[src/rtl/addsub_pkg.sv]
// Shared widths and encodings for the add/subtract arbiter.
// The optional overflow output is enabled by the ADDSUB_ARBITER_OVF_EN macro.
package addsub_pkg;

  localparam int WIDTH = 4;

  typedef enum logic {
    MODE_ADD = 1'b0,
    MODE_SUB = 1'b1
  } mode_e;

  typedef enum logic {
    IDLE = 1'b0,
    RESP = 1'b1
  } state_e;

endpackage

[src/rtl/adder_subtractor.sv]
// Combinational WIDTH-bit adder/subtractor: s = a + (b ^ {mode}) + mode.
// Build with ADDSUB_ARBITER_OVF_EN to add the signed overflow output.
module adder_subtractor
  import addsub_pkg::*;
(
  input  logic [WIDTH-1:0] a_i,
  input  logic [WIDTH-1:0] b_i,
  input  logic             mode_i,
  output logic [WIDTH-1:0] s_o,
  output logic             cout_o
`ifdef ADDSUB_ARBITER_OVF_EN
  ,
  output logic             ovf_o
`endif
);

  logic             sub;
  logic [WIDTH-1:0] b_x;
  logic [WIDTH:0]   sum;

  assign sub = (mode_i == MODE_SUB);

  for (genvar gi = 0; gi < WIDTH; gi++) begin : g_binv
    assign b_x[gi] = b_i[gi] ^ sub;
  end

  assign sum    = {1'b0, a_i} + {1'b0, b_x} + {{WIDTH{1'b0}}, sub};
  assign s_o    = sum[WIDTH-1:0];
  assign cout_o = sum[WIDTH];

`ifdef ADDSUB_ARBITER_OVF_EN
  assign ovf_o = (a_i[WIDTH-1] == b_x[WIDTH-1]) && (sum[WIDTH-1] != a_i[WIDTH-1]);
`endif

endmodule

[src/rtl/addsub_arbiter.sv]
// Two requesters share one adder/subtractor; round-robin on ties, one registered result.
// ADDSUB_ARBITER_OVF_EN adds the registered rsp_ovf output.
module addsub_arbiter
  import addsub_pkg::*;
(
  input  logic             clk,
  input  logic             rst,
  input  logic             req0_valid,
  output logic             req0_ready,
  input  logic [WIDTH-1:0] req0_a,
  input  logic [WIDTH-1:0] req0_b,
  input  logic             req0_mode,
  input  logic             req1_valid,
  output logic             req1_ready,
  input  logic [WIDTH-1:0] req1_a,
  input  logic [WIDTH-1:0] req1_b,
  input  logic             req1_mode,
  output logic             rsp_valid,
  input  logic             rsp_ready,
  output logic             rsp_id,
  output logic [WIDTH-1:0] rsp_s,
  output logic             rsp_cout
`ifdef ADDSUB_ARBITER_OVF_EN
  ,
  output logic             rsp_ovf
`endif
);

  state_e           state_q, state_d;
  logic             last_q, last_d;
  logic             grant, can_accept, accept;
  logic [WIDTH-1:0] op_a, op_b, alu_s;
  logic             op_mode, alu_cout;
  logic             rsp_id_q, rsp_cout_q;
  logic [WIDTH-1:0] rsp_s_q;

  always_comb begin
    grant = ~last_q;
    if (req0_valid && !req1_valid) begin
      grant = 1'b0;
    end else if (req1_valid && !req0_valid) begin
      grant = 1'b1;
    end
  end

  // The result register frees up in the same cycle the consumer takes it.
  assign can_accept = !rst && ((state_q == IDLE) || rsp_ready);
  assign req0_ready = can_accept && req0_valid && !grant;
  assign req1_ready = can_accept && req1_valid && grant;
  assign accept     = req0_ready || req1_ready;

  assign op_a    = grant ? req1_a    : req0_a;
  assign op_b    = grant ? req1_b    : req0_b;
  assign op_mode = grant ? req1_mode : req0_mode;

`ifdef ADDSUB_ARBITER_OVF_EN
  logic alu_ovf, rsp_ovf_q;
`endif

  adder_subtractor u_alu (
    .a_i    (op_a),
    .b_i    (op_b),
    .mode_i (op_mode),
    .s_o    (alu_s),
    .cout_o (alu_cout)
`ifdef ADDSUB_ARBITER_OVF_EN
    ,
    .ovf_o  (alu_ovf)
`endif
  );

  always_comb begin
    state_d = state_q;
    last_d  = accept ? grant : last_q;
    case (state_q)
      IDLE:    if (accept) state_d = RESP;
      RESP:    if (rsp_ready && !accept) state_d = IDLE;
      default: state_d = IDLE;
    endcase
  end

  always_ff @(posedge clk) begin
    if (rst) begin
      state_q    <= IDLE;
      last_q     <= 1'b1;
      rsp_id_q   <= 1'b0;
      rsp_s_q    <= '0;
      rsp_cout_q <= 1'b0;
`ifdef ADDSUB_ARBITER_OVF_EN
      rsp_ovf_q  <= 1'b0;
`endif
    end else begin
      state_q <= state_d;
      last_q  <= last_d;
      if (accept) begin
        rsp_id_q   <= grant;
        rsp_s_q    <= alu_s;
        rsp_cout_q <= alu_cout;
`ifdef ADDSUB_ARBITER_OVF_EN
        rsp_ovf_q  <= alu_ovf;
`endif
      end
    end
  end

  assign rsp_valid = (state_q == RESP);
  assign rsp_id    = rsp_id_q;
  assign rsp_s     = rsp_s_q;
  assign rsp_cout  = rsp_cout_q;
`ifdef ADDSUB_ARBITER_OVF_EN
  assign rsp_ovf   = rsp_ovf_q;
`endif

endmodule
[config.mk]
export PLATFORM = sky130hd
export DESIGN_NAME = addsub_arbiter
export DESIGN_NICKNAME = d
export VERILOG_FILES = /design/src/rtl/addsub_pkg.sv /design/src/rtl/adder_subtractor.sv /design/src/rtl/addsub_arbiter.sv
export SDC_FILE = /design/constraint.sdc
export NUM_CORES = 1
export LEC_CHECK = 0
export ABC_AREA = 0
export BUFFER_PORTS_ARGS = -buffer_cell sky130_fd_sc_hd__buf_2
export CAP_MARGIN = 20
export CORE_MARGIN = 2
export CORE_UTILIZATION = 49
export CTS_CLUSTER_DIAMETER = 100
export DETAILED_ROUTE_END_ITERATION = 10
export PLACE_DENSITY = 0.85
export SYNTH_ARGS = -nofsm -noshare
export SYNTH_HDL_FRONTEND = slang
export SYNTH_SLANG_ARGS = --single-unit
export TNS_END_PERCENT = 100
[constraint.sdc]
create_clock -name clk -period 4.4 [get_ports clk]
set_clock_uncertainty 0.05 [all_clocks]
set_input_delay 0.66 -clock clk [delete_from_list [all_inputs] [get_ports clk]]
set_output_delay 0.66 -clock clk [all_outputs]
set_load 0.03 [all_outputs]
---- After elaboration in Yosys (flattened, before gate mapping) ----
Index checks and enable logic that the tools add are counted.
word-level totals
  flip-flop bits (word level) ............. 8
  input bits .............................. 23
  output and inout bits ................... 9
  logic and storage cells ................. 36
cells by class
  add/subtract/negate cells ............... 2
  mux-type cells .......................... 8
  bitwise operators ....................... 6
  reductions and logical operators ........ 15
operator list
  kind                                    count
  1-bit logical AND                       8
  4-bit 2-to-1 mux                        2
  4-bit by 4-bit adder with 5-bit output  1
  5-bit by 1-bit adder with 5-bit output  1
  1-bit zero test                         5
  1-bit 2-to-1 mux                        5
  1-bit XOR                               4
  1-bit logical OR                        2
  1-bit NOT                               2
  1-bit case mux with 2 select lines      1

---- Longest topological paths before layout ----
  depth in word-level cells ............... 11
  gate-level depth with buffers ........... 12
  mapped depth without buffers ............ 11

---- Hierarchy ----
A second synthesis with hierarchy kept.
second synthesis, totals
  cell total of the unflattened synthesis .. 74
  area, all modules ....................... 689.4 um^2
modules (own cells, without submodules)
  module            times used  cells an instance  area each (um^2)  sequential area each (um^2)
  addsub_arbiter    1           54                 503.0             160.2
  adder_subtractor  1           20                 186.4             0.0

---- Least setup slack after synthesis ----
No wires, ideal clock.
  path kind ............................... in2reg
  start point ............................. input port req0_valid
  end point ............................... register rsp_s_q[3], in the netlist rsp_s[3]
  setup time .............................. 0.132 ns
  arrival ................................. 2.521 ns
  required time ........................... 4.218 ns
  slack ................................... 1.697 ns
  stages on the path ...................... 11
  path buffers ............................ 1
  cells stage by stage .................... nand2b_4 > a21o_1 > buf_6 > o21ai_2 > xor2_1 > ha_1 > o21ai_1 > nand2b_1 > or3b_1 > a22oi_1 > nor4_2
on the way
  word-level cells in the longest chain between the ends .. 8
  elaborated cells on any way between the ends .. 19
  those cells by class .................... 2 x add/sub; 5 x mux; 4 x bitwise; 8 x reduce/logical
ends and longest elaborated chain
  element                                                      line                                        text
  start: declaration                                           addsub_arbiter.sv:8                         input logic req0_valid,
  1-bit zero test                                              addsub_arbiter.sv:41                        end else if (req1_valid && !req0_valid) begin
  1-bit logical AND                                            addsub_arbiter.sv:41
  1-bit 2-to-1 mux                                             addsub_arbiter.sv:41
  1-bit 2-to-1 mux                                             addsub_arbiter.sv:39                        if (req0_valid && !req1_valid) begin
  4-bit 2-to-1 mux / 1-bit 2-to-1 mux (equally long branches)  addsub_arbiter.sv:53, addsub_arbiter.sv:54
  1-bit XOR                                                    adder_subtractor.sv:24                      assign b_x[gi] = b_i[gi] ^ sub;
  4-bit by 4-bit adder with 5-bit output                       adder_subtractor.sv:27                      assign sum = {1'b0, a_i} + {1'b0, b_x} + {{WIDTH{1'b0}}, sub};
  5-bit by 1-bit adder with 5-bit output                       adder_subtractor.sv:27
  end signal: assignment                                       addsub_arbiter.sv:97                        rsp_s_q <= alu_s;
  end: declaration                                             addsub_arbiter.sv:35                        logic [WIDTH-1:0] rsp_s_q;
Parallel ways exist; a longest one is shown, timed or not.
A chain may end at the register's enable or synchronous reset.

---- Worst setup path after layout ----
Same ends and word-level chain as after synthesis.

==> out/metrics.cfg <==
[floorplanning]
die_x_um = 42.3
die_h_um = 42.3
core-area_um2 = 1330
dieArea_um2 = 1790
start_util_pct = 53.9
rows = 13
ioPinCount = 32

[timing]
grt_setup_unrepaired = false
min_period_ns = 2.90
finalCritPeriodShare_pct = 65.9
final_max_slew_viol_count = 0
finalSetupTns_ns = 0
slew_headroom_pct = 72.5
setup_violations = 0
hold_viol = 0
max_clock_freq_mhz = 345
tightest_slew_ns = 0.412

[setup_path]
cp.arrival_ns = 2.99
crit_path_end_kind = register
cp_max_fo = 11
timing.rr.start = last_q$_SDFFE_PP1P_
crit_type = in -> reg
cpMaxStageDelayCell = a21o_1
slowest_delay_ns = 0.37
critPathLaunch = req0_valid
cp-start-kind = input port
cp.required_ns = 4.49
path_cells = buf_2, nor2b_2, a21o_1, mux2i_1, xor2_1, ha_1, o21ai_1, nand2b_1, or3b_1, a22oi_1, nor4_2

[drt]
vias_per_cell = 5.30
drtIter0Drc = 8
wl_per_cell_um = 11.3
ant_nets = 0
route.detailed.drc = 0
postRouteWirelength_um = 1460
num_vias = 684
dr.pass1.iters = 3

[synth]
synth_simple_gate_area_share_pct = 25.2
synthFlopType = dfxtp_1
syn_inst = 83
synthMuxAreaShare_pct = 10.3
synth_top_family_by_area = simple AND/OR/NAND/NOR gates
ys_seq_area_share_pct = 22.3
ys_warn_count = 0
synth_area_um2 = 719
synth_compound_area_share_pct = 21.2
syn_avg_cell_area_um2 = 8.67
ys_ff_latch = 8
synth_async_sr_flop_share_pct = 0
synth_nets = 110
synth-edff-count = 0
synth_cell_types = 40
synth_fa_ha_area_share_pct = 8.00
synth_xor_area_share_pct = 6.09

[global_route]
grt.total_usage_pct = 18.6
grt_pass1_wl_um = 2570
grt_max_degree = 12
antenna_found_initial = 0
grt_pass1_vias = 610
grt.overflow.total = 0

[place]
gp_congestion = 0.794
dp_hpwl_um = 1190
port_buffers = 31

[run]
maxCapViolations = 0

[min_path]
hold_class = reg -> reg
min_from = rsp_id$_SDFFE_PP0P_

[clocking]
clkLatencyLatePin_ns = 0.25
cts_num_sinks = 8
cts_resized = 0
cts_tree = yes
clockBufferDepth = 2
cts_made_buffers = 3
cts_setup_buffers = 0
htree_levels = 1
root_buffer = clkbuf_4
cts_hold_buf = 0
path_clk_slew_ns = 0.05

[cells_and_area]
nFillCells = 117
nNetsFinal = 143
area_growth_pct = 24.0
num_antenna_cells = 0
layout-drive-gt1-share_pct = 40.4

[power_and_ir_drop]
finalPower_uw = 276
leakagePower_uw = 0.000453
ir_drop_uv = 123
powerDensity_nw_per_um2 = 310

[outcome]
status = finished, final reports clean

area by class of cell:
type | count | area (um^2) | share of cell area (%)
well taps | 15 | 18.8 | 2.10
inverters | 5 | 18.8 | 2.10
clock buffers | 3 | 22.5 | 2.52
multi-input cells | 66 | 509 | 57.1
flip-flops and latches | 8 | 160 | 18.0
repair buffers | 32 | 163 | 18.2
per-stage QoR:
stage / instance area, um^2 / setup slack [ns] / hold WS [ns] / instances / utilization [%]
final: 892 / 1.50 / 0.425 / 129 / 66.9
after global routing: 892 / 1.27 / 0.447 / 129 / 66.9
after CTS: 892 / 1.50 / 0.424 / 129 / 66.9
after detailed placement: 870 / 1.22 / 0.417 / 126 / 65.2
after global placement: 870 / 1.36 / 0.407 / 126 / 65.2
after floorplan: 719 / 1.70 / 0.544 / 83 / -
layout by cell type (no fill, tap or decap), types with 2 or more instances in the layout:
master | netlist | layout
a211oi_1 | 4 | 4
a21o_1 | 2 | 2
a21oi_1 | 3 | 3
a31oi_1 | 2 | 2
and3_2 | 2 | 2
buf_2 | 1 | 31
clkbuf_4 | 0 | 3
dfxtp_1 | 8 | 8
ha_1 | 3 | 3
inv_1 | 5 | 5
mux2_2 | 3 | 3
mux2i_1 | 4 | 4
nand2_1 | 2 | 2
nand2b_1 | 3 | 3
nor2_1 | 7 | 7
nor2b_1 | 4 | 4
nor2b_2 | 2 | 2
xnor2_1 | 2 | 2
xor2_1 | 3 | 3
state kept, by name, indices dropped and copies added, names as in the netlist:
name and cells:
rsp_s 4, last_q 1, rsp_cout 1, rsp_id 1
rsp_valid 1
per-layer routing:
metal | track usage, % | vias to the layer above | share of wire (%)
li1 | - | 365 | -
met1 | 23.8 | 297 | 48
met2 | 29.2 | 20 | 47
met5 | 0 | - | 0
met4 | 11.3 | 0 | 0.96
met3 | 2.59 | 2 | 3.8
worst paths after layout:
| path | slack (ns) | endpoint | cells after the start |
|---|---|---|---|
| worst max-delay path | 1.50 | rsp_s[3]$_SDFFE_PP0P_ | 11 |
| worst min-delay path | 0.43 | rsp_id$_SDFFE_PP0P_ | 2 |
| worst max register to register | 1.76 | rsp_s[3]$_SDFFE_PP0P_ | 9 |
| worst min register to register | 0.43 | rsp_id$_SDFFE_PP0P_ | 2 |
where the power goes:
part / switching (uW) / leakage (uW) / internal [uW]
logic: 74.5 / 0.000373 / 60.7
registers: 4.98 / 0.0000663 / 80.8
clock network: 24.2 / 0.0000138 / 31.2
total: 104 / 0.000453 / 173
cells by family after synthesis:
logic type / count (synthesis)
AO/OA/AOI/OAI: 21
buffers and inverters: 9
AND/OR/NAND/NOR: 29
adder cells (fa/ha/maj): 4
flip-flops: 8
XOR/XNOR: 5
multiplexers: 7
synth_stat cells, types with 3 or more instances:
cell,number,area share (%)
a211oi_1,4,4.2
a21oi_1,3,2.1
dfxtp_1,8,22
ha_1,3,5.2
inv_1,5,2.6
mux2_2,3,4.7
mux2i_1,4,5.6
nand2b_1,3,2.6
nor2_1,7,3.7
nor2b_1,4,3.5
xor2_1,3,3.7
worst max-delay path, delay by kind of cell:
kind	cells	cell delay [ns]
mux	1	0.28
compound gates	3	0.67
fa+ha+maj	1	0.27
simple gates	4	0.73
buf+inv	1	0.13
xor+xnor	1	0.24
(Power assumes the default switching activity.)
